`config.mk`:
```
export PLATFORM = sky130hd
export DESIGN_NAME = fetch_unit_flat
export DESIGN_NICKNAME = d
export VERILOG_FILES = /design/src/rtl/fetch_pkg.sv /design/src/rtl/fetch_if.sv /design/src/rtl/fetch_fifo.sv /design/src/rtl/fetch_unit.sv /design/src/flat_wrapper.sv
export SDC_FILE = /design/constraint.sdc
export NUM_CORES = 1
export LEC_CHECK = 0
export CORE_MARGIN = 2
export CORE_UTILIZATION = 40
export CTS_BUF_LIST = sky130_fd_sc_hd__clkbuf_4 sky130_fd_sc_hd__clkbuf_8
export DETAILED_ROUTE_END_ITERATION = 10
export GPL_TIMING_DRIVEN = 0
export PLACE_DENSITY = 0.71
export SETUP_SLACK_MARGIN = 0.1
export SYNTH_ARGS = -nofsm -noshare
export SYNTH_HDL_FRONTEND = slang
export SYNTH_SLANG_ARGS = --single-unit
```
`constraint.sdc`:
```
create_clock -name clk -period 2.35 [get_ports clk]
set_clock_uncertainty 0.05 [all_clocks]
set_input_delay 0.3525 -clock clk [delete_from_list [all_inputs] [get_ports clk]]
set_output_delay 0.3525 -clock clk [all_outputs]
set_load 0.05 [all_outputs]
```
`src/rtl/fetch_pkg.sv`:
```
// fetch_pkg: shared types for the instruction-fetch front end and the data-side memory port.
package fetch_pkg;
  typedef enum logic [1:0] {FETCH_IDLE, FETCH_REQ, FETCH_KILL} fetch_state_e;
  typedef enum logic [1:0] {MNONE, MREAD, MWRITE} mem_cmd_e;
endpackage

```
`src/rtl/fetch_if.sv`:
```
// fetch_if: instruction-memory bus plus decoder-side queue/redirect/link signals of the fetch unit.
interface fetch_if #(
  parameter int ADDR_W = 9,
  parameter int DATA_W = 16
);
  logic              imem_req_o;
  logic [ADDR_W-1:0] imem_addr_o;
  logic              imem_ack_i;
  logic [DATA_W-1:0] imem_rdata_i;
  logic              ir_valid_o;
  logic [DATA_W-1:0] ir_o;
  logic [ADDR_W-1:0] ir_pc_o;
  logic              ir_take_i;
  logic              redirect_i;
  logic [ADDR_W-1:0] redirect_pc_i;
  logic              link_load_i;
  logic [ADDR_W-1:0] link_pc_o;
  modport master (
    output imem_req_o, imem_addr_o, ir_valid_o, ir_o, ir_pc_o, link_pc_o,
    input  imem_ack_i, imem_rdata_i, ir_take_i, redirect_i, redirect_pc_i, link_load_i
  );
  modport slave (
    input  imem_req_o, imem_addr_o, ir_valid_o, ir_o, ir_pc_o, link_pc_o,
    output imem_ack_i, imem_rdata_i, ir_take_i, redirect_i, redirect_pc_i, link_load_i
  );
endinterface

```
`src/rtl/fetch_fifo.sv`:
```
// fetch_fifo: prefetch queue with flush; head is read straight from the storage registers.
module fetch_fifo #(
  parameter int WIDTH = 8,
  parameter int DEPTH = 2
) (
  input  logic                   clk,
  input  logic                   rst_n,
  input  logic                   push_i,
  input  logic                   pop_i,
  input  logic                   flush_i,
  input  logic [WIDTH-1:0]       din_i,
  output logic [WIDTH-1:0]       head_o,
  output logic                   valid_o,
  output logic [$clog2(DEPTH):0] cnt_o
);
  localparam int PW = $clog2(DEPTH);
  logic [WIDTH-1:0] mem_q [DEPTH];
  logic [PW-1:0]    rd_q, wr_q;
  logic [PW:0]      cnt_q;
  logic             pop;
  assign pop = pop_i & (cnt_q != '0);
  always_ff @(posedge clk or negedge rst_n) begin
    if (!rst_n) begin
      mem_q <= '{default: '0};
      rd_q  <= '0;
      wr_q  <= '0;
      cnt_q <= '0;
    end else if (flush_i) begin
      rd_q  <= '0;
      wr_q  <= '0;
      cnt_q <= '0;
    end else begin
      if (push_i) begin
        mem_q[wr_q] <= din_i;
        wr_q        <= wr_q + 1'b1;
      end
      if (pop) rd_q <= rd_q + 1'b1;
      cnt_q <= cnt_q + {{PW{1'b0}}, push_i} - {{PW{1'b0}}, pop};
    end
  end
  assign head_o  = mem_q[rd_q];
  assign valid_o = cnt_q != '0;
  assign cnt_o   = cnt_q;
endmodule

```
`src/rtl/fetch_unit.sv`:
```
// fetch_unit: decoupled instruction fetch with prefetch queue, redirect flush and BL link register.
module fetch_unit
  import fetch_pkg::*;
#(
  parameter int              ADDR_W   = 9,
  parameter int              DATA_W   = 16,
  parameter int              DEPTH    = 2,
  parameter logic [ADDR_W-1:0] RESET_PC = '0
) (
  input logic clk,
  input logic rst_n,
  fetch_if.master bus
);
  localparam int CW = $clog2(DEPTH) + 1;
  fetch_state_e             state_q, state_d;
  logic [ADDR_W-1:0]        fpc_q, fpc_d, addr_q, addr_d, link_q;
  logic [CW-1:0]            occ, occ_pop, occ_push;
  logic                     valid, pop, push, ack, red;
  logic [ADDR_W+DATA_W-1:0] head;
  assign ack      = bus.imem_ack_i;
  assign red      = bus.redirect_i;
  assign pop      = bus.ir_take_i & valid & ~red;
  assign push     = (state_q == FETCH_REQ) & ack & ~red;
  assign occ_pop  = occ - CW'(pop);
  assign occ_push = occ_pop + CW'(push);
  fetch_fifo #(.WIDTH(ADDR_W + DATA_W), .DEPTH(DEPTH)) u_fifo (
    .clk(clk), .rst_n(rst_n), .push_i(push), .pop_i(pop), .flush_i(red),
    .din_i({addr_q, bus.imem_rdata_i}), .head_o(head), .valid_o(valid), .cnt_o(occ)
  );
  // A request is only issued when the queue is guaranteed room for its response.
  always_comb begin
    state_d = state_q;
    fpc_d   = fpc_q;
    addr_d  = addr_q;
    if (red) begin
      fpc_d = bus.redirect_pc_i;
      if (state_q == FETCH_IDLE || ack) begin
        state_d = FETCH_REQ;
        addr_d  = bus.redirect_pc_i;
      end else state_d = FETCH_KILL;
    end else if (state_q == FETCH_IDLE) begin
      if (occ_pop < CW'(DEPTH)) begin
        state_d = FETCH_REQ;
        addr_d  = fpc_q;
      end
    end else if (ack && state_q == FETCH_REQ) begin
      fpc_d   = fpc_q + 1'b1;
      addr_d  = fpc_q + 1'b1;
      state_d = occ_push < CW'(DEPTH) ? FETCH_REQ : FETCH_IDLE;
    end else if (ack) begin
      state_d = FETCH_REQ;
      addr_d  = fpc_q;
    end
  end
  always_ff @(posedge clk or negedge rst_n) begin
    if (!rst_n) begin
      state_q <= FETCH_IDLE;
      fpc_q   <= RESET_PC;
      addr_q  <= RESET_PC;
      link_q  <= '0;
    end else begin
      state_q <= state_d;
      fpc_q   <= fpc_d;
      addr_q  <= addr_d;
      if (bus.link_load_i && valid) link_q <= bus.ir_pc_o + 1'b1;
    end
  end
  assign bus.imem_req_o  = state_q != FETCH_IDLE;
  assign bus.imem_addr_o = addr_q;
  assign bus.ir_valid_o  = valid;
  assign bus.ir_pc_o     = head[ADDR_W+DATA_W-1:DATA_W];
  assign bus.ir_o        = head[DATA_W-1:0];
  assign bus.link_pc_o   = link_q;
endmodule

```
`src/flat_wrapper.sv`:
```
// flat-port wrapper written by rule: the top's interface ports become plain ports
module fetch_unit_flat import fetch_pkg::*;
#(
  parameter int              ADDR_W   = 9,
  parameter int              DATA_W   = 16,
  parameter int              DEPTH    = 2,
  parameter logic [ADDR_W-1:0] RESET_PC = '0
)
  (clk, rst_n, bus_imem_req_o, bus_imem_addr_o, bus_ir_valid_o, bus_ir_o, bus_ir_pc_o, bus_link_pc_o, bus_imem_ack_i, bus_imem_rdata_i, bus_ir_take_i, bus_redirect_i, bus_redirect_pc_i, bus_link_load_i);
  fetch_if #(.ADDR_W(ADDR_W), .DATA_W(DATA_W)) bus_i ();
  input logic clk;
  input logic rst_n;
  output wire logic [$bits(bus_i.imem_req_o)-1:0] bus_imem_req_o;
  output wire logic [$bits(bus_i.imem_addr_o)-1:0] bus_imem_addr_o;
  output wire logic [$bits(bus_i.ir_valid_o)-1:0] bus_ir_valid_o;
  output wire logic [$bits(bus_i.ir_o)-1:0] bus_ir_o;
  output wire logic [$bits(bus_i.ir_pc_o)-1:0] bus_ir_pc_o;
  output wire logic [$bits(bus_i.link_pc_o)-1:0] bus_link_pc_o;
  input wire logic [$bits(bus_i.imem_ack_i)-1:0] bus_imem_ack_i;
  input wire logic [$bits(bus_i.imem_rdata_i)-1:0] bus_imem_rdata_i;
  input wire logic [$bits(bus_i.ir_take_i)-1:0] bus_ir_take_i;
  input wire logic [$bits(bus_i.redirect_i)-1:0] bus_redirect_i;
  input wire logic [$bits(bus_i.redirect_pc_i)-1:0] bus_redirect_pc_i;
  input wire logic [$bits(bus_i.link_load_i)-1:0] bus_link_load_i;
  assign bus_imem_req_o = bus_i.imem_req_o;
  assign bus_imem_addr_o = bus_i.imem_addr_o;
  assign bus_ir_valid_o = bus_i.ir_valid_o;
  assign bus_ir_o = bus_i.ir_o;
  assign bus_ir_pc_o = bus_i.ir_pc_o;
  assign bus_link_pc_o = bus_i.link_pc_o;
  assign bus_i.imem_ack_i = bus_imem_ack_i;
  assign bus_i.imem_rdata_i = bus_imem_rdata_i;
  assign bus_i.ir_take_i = bus_ir_take_i;
  assign bus_i.redirect_i = bus_redirect_i;
  assign bus_i.redirect_pc_i = bus_redirect_pc_i;
  assign bus_i.link_load_i = bus_link_load_i;
  fetch_unit #(.ADDR_W(ADDR_W), .DATA_W(DATA_W), .DEPTH(DEPTH), .RESET_PC(RESET_PC)) u_core (.clk(clk), .rst_n(rst_n), .bus(bus_i));
endmodule
```
==> impl_metrics.toml, run 1 <==
[run_status]
outcome = "finished clean"

[clock_tree]
clkTransAtPathRegs_ns = 0.08
cts_tree = "yes"
root_buffer = "clkbuf_8"
cts.path.max_buffers = 2
htree_levels = 3
cts_made_buffers = 9
clkLatencyLatePin_ns = 0.35
cts.sinks = 83

[synthesis]
yosys.area.top_type = "dfrtp_1"
synth_ff_type = "dfrtp_1"
ys_ff_latch = 83
synthCells = 317
yosys_warnings = 0
ys_async_sr_fraction_pct = 100.0
seq_area_frac_synth_pct = 51.30
synth-simple-area-share_pct = 10.04
synth.cell_area_mm2 = 0.004049
synth_top_area_share_pct = 51.30
synth_top_family_by_area = "multiplexers"
synth-adder-area-share_pct = 1.545
synthMuxAreaShare_pct = 23.76
synth_compound_area_share_pct = 5.717
yosys.area_share.xor_xnor_pct = 3.028
ys_types = 54
avgSynthCellArea_um2 = 12.77
synthTopCellsByArea = "dfrtp_1, mux2_2, mux2_1, xnor2_1, mux2i_1"
synth_edf_count = 0
synth_nets = 353

[routing]
wl_per_cell_um = 15.55
drt_iter0_drc = 99
drc = 0
wl_mm = 8.535
via_count = 2743
viasPerCell = 4.996
ant_nets = 0
first_pass_iters = 4

[timing]
fin_crit_sh_pct = 94.13
fmax_mhz = 452.1
rsz0062_at_grt = "yes"
relSlewSlack_pct = 64.91
hold_viol = 0
setup_viol = 0
slew_violations = 0
finalSetupTns_ns = 0
period_minus_slack_ns = 2.212
max_slew.worst_pin.slew_ns = 0.5247

[setup_path]
cp.arrival_ns = 1.81
reg2regPathDepth = 8
critPathSlowestCell = "dlygate4sd2_1"
crit_family = "buffers and inverters"
cpMostUsedCell = "buf_4"
endpoint_kind = "output port"
cp_num_buf_inv = 3
crit_fanout = 10
r2r_end = "u_core.bus.imem_addr_o[4]$_DFFE_PN0P_"
cp.required_ns = 1.95
start_kind = "flip-flop"
worstSetupPathType = "reg2out"
crit_chain = "buf_4 -> buf_4 -> mux2_2 -> dlygate4sd2_1"
timing.rr.start = "u_core.u_fifo.cnt_o[1]$_DFF_PN0_"
cpPeakStageDelay_ns = 0.52
reg2reg_slack_ns = 0.22

[grt]
gr-usage-all-layers_pct = 16.58
grt_pass1_vias = 2876
grt_max_degree = 55
grt_pass1_wl_mm = 14.44
grt_overflow = 0
grt_antenna_before_repair = 0

[floorplanning]
ios = 76
core_mm2 = 0.009819
dieArea_mm2 = 0.01094
row_count = 36
die_x_um = 104.6
initial_core_util_pct = 41.23
die_y_um = 104.6

[layout]
regArea_mm2 = 0.002077
layout_commonest_cell = "dfrtp_1"
nNetsFinal = 447
fin_util_pct = 53.21
multi_input_area_mm2 = 0.001819
fillerInstances = 911
num_antenna_cells = 0
syn_to_final_growth_pct = 29.05
layout_common_cells = "dfrtp_1, clkdlybuf4s50_1, mux2_2"
drive_gt1_share_pct = 28.85
finish.instance_area_mm2 = 0.005225

[hold_path]
holdCritStartpoint = "bus_redirect_i"
hold_end = "u_core.fpc_q[4]$_DFFE_PN0P_"
min_path_cells = 4
hold_path_class = "in2reg"

[job]
maxCapViolCount = 0

[power_and_ir_drop]
vdd_ir_drop_max_mv = 0.4885
cellLeakagePower_nw = 2.293
powerDensity_mw_per_mm2 = 1296

[place]
dp_hpwl_mm = 6.350
globalplace.congestion = 0.7976
portBuffers = 75
placed_cell_area_mm2 = 0.004997
## power breakdown
part	internal [mW]	switching [mW]	leakage, nW	total [mW]
clock	0.612	0.506	0.106	1.12
sequential	1.99	0.343	1.01	2.33
combinational	1.20	2.12	1.18	3.32
total	3.80	2.97	2.29	6.77
## Yosys cell counts, types with 2 or more instances
| cell type | count |
|---|---|
| dfrtp_1 | 83 |
| mux2_2 | 43 |
| mux2_1 | 34 |
| nand2_1 | 21 |
| inv_1 | 13 |
| xnor2_1 | 12 |
| nor2_1 | 9 |
| mux2i_1 | 8 |
| nand3_1 | 8 |
| buf_6 | 6 |
| o21ai_0 | 6 |
| buf_2 | 5 |
| ha_1 | 5 |
| a21oi_1 | 4 |
| nor3_1 | 4 |
| o21ai_1 | 4 |
| o31ai_1 | 4 |
| buf_4 | 3 |
| nand3b_1 | 3 |
| nor2b_1 | 3 |
| o211ai_1 | 3 |
| a221oi_1 | 2 |
| o21a_1 | 2 |
| xor2_1 | 2 |
## cell families after synthesis
group                      count (synthesis)
DFF                                       83
buffers and inverters                     30
muxes                                     86
and+or+nand+nor                           67
xor gates and xnor gates                  14
AOI/OAI and AO/OA                         32
adders and majority gates                  5
## worst max path at each step
stage / slack, ns / cells past startpoint / from / to
global route: 0.1 / 4 / u_core.u_fifo.rd_q$_DFFE_PN0P_ / bus_ir_o[12]
detailed placement: -1.09 / 10 / bus_redirect_i / u_core.bus.imem_addr_o[2]$_DFFE_PN0P_
global placement: -1.97 / 1 / rst_n / u_core.fpc_q[5]$_DFFE_PN0P_
floorplan: 0.11 / 9 / bus_redirect_i / u_core.bus.imem_addr_o[1]$_DFFE_PN0P_
finish: 0.14 / 4 / u_core.u_fifo.rd_q$_DFFE_PN0P_ / bus_ir_o[13]
CTS: 0.06 / 4 / u_core.u_fifo.rd_q$_DFFE_PN0P_ / bus_ir_pc_o[0]
## layer usage
metal	GRT usage, %	vias to the layer above	share of wire (%)
met5	0	-	0
li1	-	1311	-
met2	28.43	50	51
met1	21.59	1373	44
met4	5.714	0	1.4
met3	2.308	9	2.9
## worst min-delay path, delay by kind of cell
family	cells	cell delay, ns
AO/OA/AOI/OAI	1	0.07
buffers and inverters	1	0.16
AND/OR/NAND/NOR	2	0.15
## final cells by class
class | instances | area share (%)
Buffer | 16 | 2.898
Multi-Input combinational cell | 204 | 34.82
Clock inverter | 6 | 1.700
Clock buffer | 10 | 2.514
Inverter | 14 | 1.006
Timing Repair Buffer | 83 | 14.13
Tap cell | 133 | 3.185
Sequential cell | 83 | 39.75
## flip-flops by register name (all words and copies together), names as in the netlist
name	count
u_core.fpc_q	9
u_core.state_q	2
u_core.bus.link_pc_o	9
u_core.u_fifo.rd_q	1
u_core.u_fifo.mem_q	50
u_core.u_fifo.cnt_o	2
u_core.bus.imem_addr_o	9
u_core.u_fifo.wr_q	1
## metrics by stage
step	hold WS [ns]	power, mW	instances	setup WS (ns)
6_report	0.3889	6.769	549	0.1380
5_1_grt	0.4035	7.137	549	0.09724
4_1_cts	0.3816	6.849	549	0.05775
3_5_place_dp	0.2535	5.863	526	-1.088
3_3_place_gp	0.4131	5.769	525	-1.967
2_1_floorplan	0.006909	4.742	317	0.1070
## repair_timing
| action | 4_1_cts | 5_1_grt |
|---|---|---|
| pin swaps | 2 | 1 |
| setup buffers | 6 | 0 |
| setup endpoints to repair | 39 | 16 |
| hold buffers | 1 | 0 |
| gates resized for setup | 82 | 16 |
| endpoints found under the hold margin | 29 | 0 |
(Power assumes the default switching activity.)
==> run 2, diff against run 1 <==
- RECOVER_POWER: unset -> 50
==> impl_metrics.toml, run 2 (same netlist as run 1, synthesis figures left out) <==
[routing]
drc = 0
drt_iter0_drc = 94
wl_mm = 8.541
ant_nets = 0
wl_per_cell_um = 15.56
first_pass_iters = 4
via_count = 2749
viasPerCell = 5.007

[setup_path]
endpoint_kind = "output port"
cp.arrival_ns = 1.81
timing.rr.start = "u_core.u_fifo.cnt_o[1]$_DFF_PN0_"
cp-endpoint = "bus_ir_o[13]"
reg2reg_slack_ns = 0.23
cp.required_ns = 1.95
worstSetupPathType = "reg2out"
crit_fanout = 10
crit_start = "u_core.u_fifo.rd_q$_DFFE_PN0P_"
r2r_end = "u_core.bus.imem_addr_o[1]$_DFFE_PN0P_"
reg2regPathDepth = 8
start_kind = "flip-flop"

[timing]
max_slew.worst_pin.slew_ns = 0.7243
period_minus_slack_ns = 2.212
fin_crit_sh_pct = 94.14
fmax_mhz = 452.0
relSlewSlack_pct = 51.72
finalSetupTns_ns = 0
setup_viol = 0
hold_viol = 0
slew_violations = 0
rsz0062_at_grt = "yes"

[layout]
largest_register_ffs = 50
final_cells = 549
layout_common_cells = "dfrtp_1, clkdlybuf4s50_1, mux2_2"
drive_gt1_share_pct = 27.16
nNetsFinal = 447
regMostFlops = "u_core.u_fifo.mem_q"
syn_to_final_growth_pct = 27.32
num_antenna_cells = 0
layout_commonest_cell = "dfrtp_1"

[floorplanning]
die_y_um = 104.6
die_x_um = 104.6
ios = 76
row_count = 36
dieArea_mm2 = 0.01094
initial_core_util_pct = 41.23
core_mm2 = 0.009819

[place]
dp_hpwl_mm = 6.350
placedCellCount = 526
portBuffers = 75
globalplace.congestion = 0.7976

[power_and_ir_drop]
switching_share_pct = 43.74
vdd_ir_drop_max_mv = 0.4879
clkPwrFrac_pct = 16.6
internal_power_mw = 3.787
cellLeakagePower_nw = 2.247
combPwrFrac_pct = 48.8
seqPwrFrac_pct = 34.6
netSwitchingPower_mw = 2.945
powerDensity_mw_per_mm2 = 1306

[clock_tree]
cts_tree = "yes"
htree_levels = 3
cts_made_buffers = 9
clkLatencyLatePin_ns = 0.35
root_buffer = "clkbuf_8"
cts.path.max_buffers = 2
clkTransAtPathRegs_ns = 0.08
cts.sinks = 83

[grt]
grt_antenna_before_repair = 0
gr-usage-all-layers_pct = 16.58
grt_pass1_vias = 2876
grt_overflow = 0
grt_max_degree = 55
grt_pass1_wl_mm = 14.44

[run_status]
outcome = "finished clean"

[hold_path]
hold_path_class = "in2reg"

[job]
maxCapViolCount = 0
run 2: cell types whose count changed in the layout (fill, tap and decap cells not counted), sizes merged:
cell	delta
buf	-3
clkbuf	+3
clkdlybuf4s50	-1
dlygate4sd3	+1
run 2: critical path: stages (launching register included):
cell,delay [ns]
dfrtp_1,0.37
buf_4,0.16
buf_4,0.19
mux2_2,0.23
dlygate4sd2_1,0.52
run 2: through the flow:
stage,utilization (%),setup WS (ns),hold slack (ns),area (um2),power [mW]
3_3_place_gp,50.64,-1.967,0.4131,4972,5.769
2_1_floorplan,-,0.1070,0.006909,4055,4.742
3_5_place_dp,50.89,-1.088,0.2535,4997,5.863
4_1_cts,53.49,0.05775,0.3816,5253,6.849
6_report,52.50,0.1377,0.3754,5155,6.732
5_1_grt,52.50,0.09724,0.3864,5155,7.102
run 2: how the worst min path moves through the flow:
stage	startpoint	end	slack, ns	cells after the start
global placement	u_core.bus.link_pc_o[0]$_DFFE_PN0P_	u_core.bus.link_pc_o[0]$_DFFE_PN0P_	0.41	2
CTS	bus_redirect_i	u_core.fpc_q[4]$_DFFE_PN0P_	0.38	4
floorplan	rst_n	u_core.bus.imem_addr_o[0]$_DFFE_PN0P_	0.007	0
finish	bus_redirect_i	u_core.fpc_q[4]$_DFFE_PN0P_	0.38	4
global route	bus_redirect_i	u_core.fpc_q[4]$_DFFE_PN0P_	0.39	3
detailed placement	rst_n	u_core.u_fifo.mem_q[33]$_DFFE_PN0P_	0.25	1
run 2: metal layers:
metal	GRT usage, %	up-vias	routed length, um
li1	-	1312	-
met1	21.59	1379	3767
met2	28.43	49	4416
met3	2.308	9	245
met4	5.714	0	111
met5	0	-	0
run 2: what timing repair did:
item | in CTS | in global routing
endpoints found under the setup margin | 39 | 16
hold endpoints to repair | 29 | 0
buffers inserted | 6 | 0
resized for setup | 82 | 16
hold buffers | 1 | 0
pin swaps | 2 | 1
run 2: area by class of cell:
class	count	area, um2
tap	133	166.4
inverter	14	52.55
clock inverter	6	88.84
sequential	83	2077
clock buffer	10	131.4
multi-input combinational	204	1773
buffer	16	150.1
fill	920	4664
timing repair buffer	83	715.7
run 2: power by group through the flow:
stage	logic, mW	clock network (mW)	registers [mW]
6_report	3.29	1.12	2.33
3_5_place_dp	3.50	0	2.36
3_3_place_gp	3.45	0	2.32
5_1_grt	3.49	1.21	2.41
2_1_floorplan	2.10	0	2.64
4_1_cts	3.38	1.15	2.33
